`src/rtl/alu_mul_seq.sv`:
```
// alu_mul_seq: shift-and-add sequencer producing the low 32 bits of a 32x32 multiply on a shared ALU.
// Optional macro MUL_EARLY_EXIT_EN: finish as soon as the remaining multiplier bits are all zero.
module alu_mul_seq (
  input  logic        i_clk,
  input  logic        i_reset,
  input  logic        i_start,
  input  logic [31:0] i_op_a,
  input  logic [31:0] i_op_b,
  output logic        o_busy,
  output logic        o_done,
  output logic [31:0] o_product,
  output logic [31:0] o_alu_a,
  output logic [31:0] o_alu_b,
  output logic [3:0]  o_alu_op,
  input  logic [31:0] i_alu_result,
  input  logic        i_alu_zero
);

  localparam logic [3:0] OP_ADD = 4'b0010;
  localparam logic [3:0] OP_SLL = 4'b1101;
  localparam logic [3:0] OP_SRL = 4'b1110;

`ifdef MUL_EARLY_EXIT_EN
  localparam bit EarlyExit = 1'b1;
`else
  localparam bit EarlyExit = 1'b0;
`endif

  typedef enum logic [2:0] {S_IDLE, S_ADD, S_SHL, S_SHR, S_DONE} state_t;

  state_t      r_state;
  state_t      w_next;
  logic [31:0] r_acc;
  logic [31:0] r_mc;
  logic [31:0] r_mp;
  logic [31:0] r_product;
  logic [4:0]  r_cnt;
  logic        w_last;

  always_ff @(posedge i_clk or posedge i_reset) begin
    if (i_reset) r_state <= S_IDLE;
    else         r_state <= w_next;
  end

  always_comb begin
    w_next   = r_state;
    o_alu_a  = '0;
    o_alu_b  = '0;
    o_alu_op = 4'b0000;
    w_last   = 1'b0;
    unique case (r_state)
      S_IDLE: begin
        if (i_start) begin
          if (EarlyExit && (i_op_b == '0)) w_next = S_DONE;
          else if (i_op_b[0])             w_next = S_ADD;
          else                            w_next = S_SHL;
        end
      end
      S_ADD: begin
        o_alu_a  = r_acc;
        o_alu_b  = r_mc;
        o_alu_op = OP_ADD;
        w_next   = S_SHL;
      end
      S_SHL: begin
        o_alu_a  = r_mc;
        o_alu_b  = 32'd1;
        o_alu_op = OP_SLL;
        w_next   = S_SHR;
      end
      S_SHR: begin
        o_alu_a  = r_mp;
        o_alu_b  = 32'd1;
        o_alu_op = OP_SRL;
        // The shifted multiplier's new LSB decides whether the next iteration adds.
        w_last   = (r_cnt == 5'd31) || (EarlyExit && i_alu_zero);
        if (w_last)               w_next = S_DONE;
        else if (i_alu_result[0]) w_next = S_ADD;
        else                      w_next = S_SHL;
      end
      S_DONE:  w_next = S_IDLE;
      default: w_next = S_IDLE;
    endcase
  end

  always_ff @(posedge i_clk or posedge i_reset) begin
    if (i_reset) begin
      r_acc     <= '0;
      r_mc      <= '0;
      r_mp      <= '0;
      r_cnt     <= '0;
      r_product <= '0;
    end else begin
      unique case (r_state)
        S_IDLE: begin
          if (i_start) begin
            r_acc <= '0;
            r_mc  <= i_op_a;
            r_mp  <= i_op_b;
            r_cnt <= '0;
          end
        end
        S_ADD: r_acc <= i_alu_result;
        S_SHL: r_mc  <= i_alu_result;
        S_SHR: begin
          r_mp  <= i_alu_result;
          r_cnt <= r_cnt + 5'd1;
        end
        S_DONE:  r_product <= r_acc;
        default: ;
      endcase
    end
  end

  assign o_busy    = (r_state == S_ADD) || (r_state == S_SHL) || (r_state == S_SHR);
  assign o_done    = (r_state == S_DONE);
  assign o_product = r_product;

endmodule

```
`config.mk`:
```
export PLATFORM = sky130hd
export DESIGN_NAME = alu_mul_seq
export DESIGN_NICKNAME = d
export VERILOG_FILES = /design/src/rtl/alu_mul_seq.sv
export SDC_FILE = /design/constraint.sdc
export NUM_CORES = 1
export LEC_CHECK = 0
export CORE_AREA = 2 2 122 124
export CTS_CLUSTER_DIAMETER = 120
export CTS_CLUSTER_SIZE = 28
export DETAILED_ROUTE_END_ITERATION = 8
export DIE_AREA = 0 0 124 126
export GPL_TIMING_DRIVEN = 1
export PLACE_DENSITY = 0.93
export RECOVER_POWER = 50
export SLEW_MARGIN = 20
export SYNTH_ARGS = -nofsm -noshare
export SYNTH_HDL_FRONTEND = slang
export SYNTH_SLANG_ARGS = --single-unit
```
`constraint.sdc`:
```
create_clock -name i_clk -period 6 [get_ports i_clk]
set_clock_uncertainty 0.2 [all_clocks]
set_input_delay 1.2 -clock i_clk [delete_from_list [all_inputs] [get_ports i_clk]]
set_output_delay 1.2 -clock i_clk [all_outputs]
set_load 0.05 [all_outputs]
```
==> flow_summary.yaml <==
layout:
  fin_util: 0.6522
  area_delta_synth_final_pct: 37.53
  final_nets: 927
  stdcell_area_um2: 9335
  seq_area_um2: 3406
  diodes: 0
  layout_common_cells: "clkdlybuf4s50_1 (197), dfrtp_1 (134), nand2_1 (67), nor2_1 (67), mux2_2 (64)"
  layout-drive-gt1-share: 0.1364
  stdcell_count: 1020
  fill_cells: 1078
  multiInputGateArea_um2: 3052
  mostFrequentLayoutCell: "clkdlybuf4s50_1"
sta:
  rsz0062_at_grt: "no"
  max_freq_mhz: 208.4
  setup-violations-final: 0
  slew_headroom: -0.9597
  worst_pin_slew_ns: 2.940
  min_period_ns: 4.798
  fin_ws_ns: 1.202
  fin_crit_sh: 0.7996
  setup-tns-final_ns: 0
  drv_slew: 180
  whs_ns: 0.3001
  final-hold-violation-count: 0
placement:
  place_ws_ns: 1.932
  gp_congestion: 0.8090
  dpl_cell_area_um2: 8820
  dp_hpwl_um: 12840
  port_buffers: 200
  place_inst: 990
worst_setup_path:
  crit_slowest_cell: "clkbuf_1"
  max_stage_delay_ns: 2.07
  cp.arrival_ns: 4.89
  cp_top_family: "buffers and inverters"
  start_kind: "flop"
  critPathKind: "reg -> reg"
  worst-path-buf-inv: 2
  critPathMaxFanout: 37
  worstPathRequired_ns: 6.09
  end_kind: "flop"
  crit_chain: "buf_4 > and3b_2 > clkbuf_1 > nor2_4 > a211o_1"
yosys:
  synthMuxAreaShare: 0.1519
  ys_ff_latch: 136
  syn_nets: 755
  synth_area_um2: 6788
  yosysSeqAreaShare: 0.5014
  ys_async_sr_fraction: 1.000
  synthXorXnorAreaFrac: 0
  synth_top_cell_by_area: "dfrtp_1"
  synth_compound_area_frac: 0.1419
  yosys.area_share.simple: 0.1495
  ys_top_cells_by_area: "dfrtp_1 (50%), mux2_2 (11%), mux2i_1 (4.6%)"
  synth_area_per_cell_um2: 10.39
  synth_enable_flop_cells: 0
  ys_types: 38
  synth_top_family_by_area: "multiplexers"
  synth_adder_area_share: 0.003687
  synthCells: 653
  synth_top_area_share: 0.5014
  synth_warnings: 0
  ys.flop_type: "dfrtp_1"
power:
  p_per_area_nw_per_um2: 621.3
  finalPower_mw: 5.800
  irDropWorstVdd_v: 0.0003316
  p_leak_nw: 4.148
floorplan:
  initial_core_util: 0.4742
  die_h_um: 126
  fp.dieW_um: 124
  dieArea_um2: 15620
  core.rowCount: 44
  io_pins: 202
  core_um2: 14310
drt:
  drt-initial-drc-count: 555
  routed_wl_um: 20480
  via_per_inst: 5.931
  remaining_drc_errors: 0
  via_count: 6050
  final_antenna_net_count: 0
  firstDrtPassIters: 5
  avgRoutedWirePerCell_um: 20.08
global_routing:
  antenna_found_initial: 0
  first_global_vias: 6328
  grt_max_degree: 96
  grt-ovfl-total: 0
  grt_first_pass_wirelength_um: 32560
  grt_usage: 0.2691
clock_network:
  clkTransAtPathRegs_ns: 0.05
  cts.sinks: 136
  cts_root_buf: "clkbuf_16"
  clk_latency_ns: 0.41
  holdBufCountCts: 0
  clock_tree.buffer_depth: 2
  postCtsSetupBuffers: 0
  htreeDepth: 4
  cts_resized: 0
  cts_made_buffers: 17
  cts_tree: "done"
status:
  status: "finished with violations"
  violations: "capacitance limit, slew limit"
job:
  drv_cap: 4
min_path:
  hold_class: "reg -> reg"
## tightest hold or removal path, cell delays in order (launching register included)
cell and delay, ns:
dfrtp_1 0.34, nand3_1 0.06, o21ai_1 0.06
## final timing paths
kind	from	to	slack [ns]	cells past startpoint
setup reg to reg	r_state[2]$_DFFE_PP0P_	r_cnt[3]$_DFFE_PP0P_	1.20	5
hold / removal	r_mp[0]$_DFFE_PP0P_	r_mp[0]$_DFFE_PP0P_	0.30	2
min in group asynchronous	i_reset	o_product[21]$_DFFE_PP0P_	1.26	2
max in group asynchronous	i_reset	o_product[16]$_DFFE_PP0P_	1.74	3
setup / recovery	r_state[2]$_DFFE_PP0P_	r_cnt[3]$_DFFE_PP0P_	1.20	5
hold reg to reg	r_mp[0]$_DFFE_PP0P_	r_mp[0]$_DFFE_PP0P_	0.30	2
## registers in the layout, indices dropped and copies added, names as in the netlist
register / count
r_acc: 32
o_product: 32
r_mc: 32
r_cnt: 5
r_mp: 32
r_state: 3
## cells in the mapped netlist, types with 2 or more instances
cell type	number
o21ai_0	3
buf_4	7
nor2_1	68
a21oi_1	3
mux2i_1	31
ha_1	2
mux2_2	64
buf_2	28
nor2b_1	3
inv_1	3
a22o_1	34
a31oi_1	33
and2_1	32
a22oi_1	32
nor3_1	3
nand2_1	67
o21ai_1	30
buf_6	7
nand3_1	32
clkbuf_1	15
buf_1	3
dfrtp_1	136
and3_1	2
## kinds of logic after synthesis
group | after synthesis
AO/OA/AOI/OAI | 140
adder cells (fa/ha/maj) | 2
buffers and inverters | 63
flip-flops | 136
multiplexers | 95
AND/OR/NAND/NOR | 217
## per-layer routing
layer,track usage,part of all wire,up-vias
met5,0,0,-
met2,0.4383,0.49,312
li1,-,-,2660
met1,0.3460,0.41,3029
met3,0.05978,0.071,49
met4,0.1110,0.027,0
## where the power goes
| part | switching (mW) | leakage, nW | total (mW) | internal (mW) |
|---|---|---|---|---|
| Sequential | 0.279 | 1.70 | 1.54 | 1.26 |
| Combinational | 2.07 | 2.19 | 3.30 | 1.23 |
| Clock | 0.382 | 0.259 | 0.958 | 0.576 |
| Total | 2.73 | 4.15 | 5.80 | 3.07 |
## area by class of cell
type,count,area share
Clock inverter,7,0.004825
Clock buffer,23,0.05334
Tap cell,184,0.02466
Inverter,3,0.001742
Sequential cell,136,0.3648
Timing Repair Buffer,213,0.2237
Multi-Input combinational cell,454,0.3269
(Power assumes the default switching activity.)
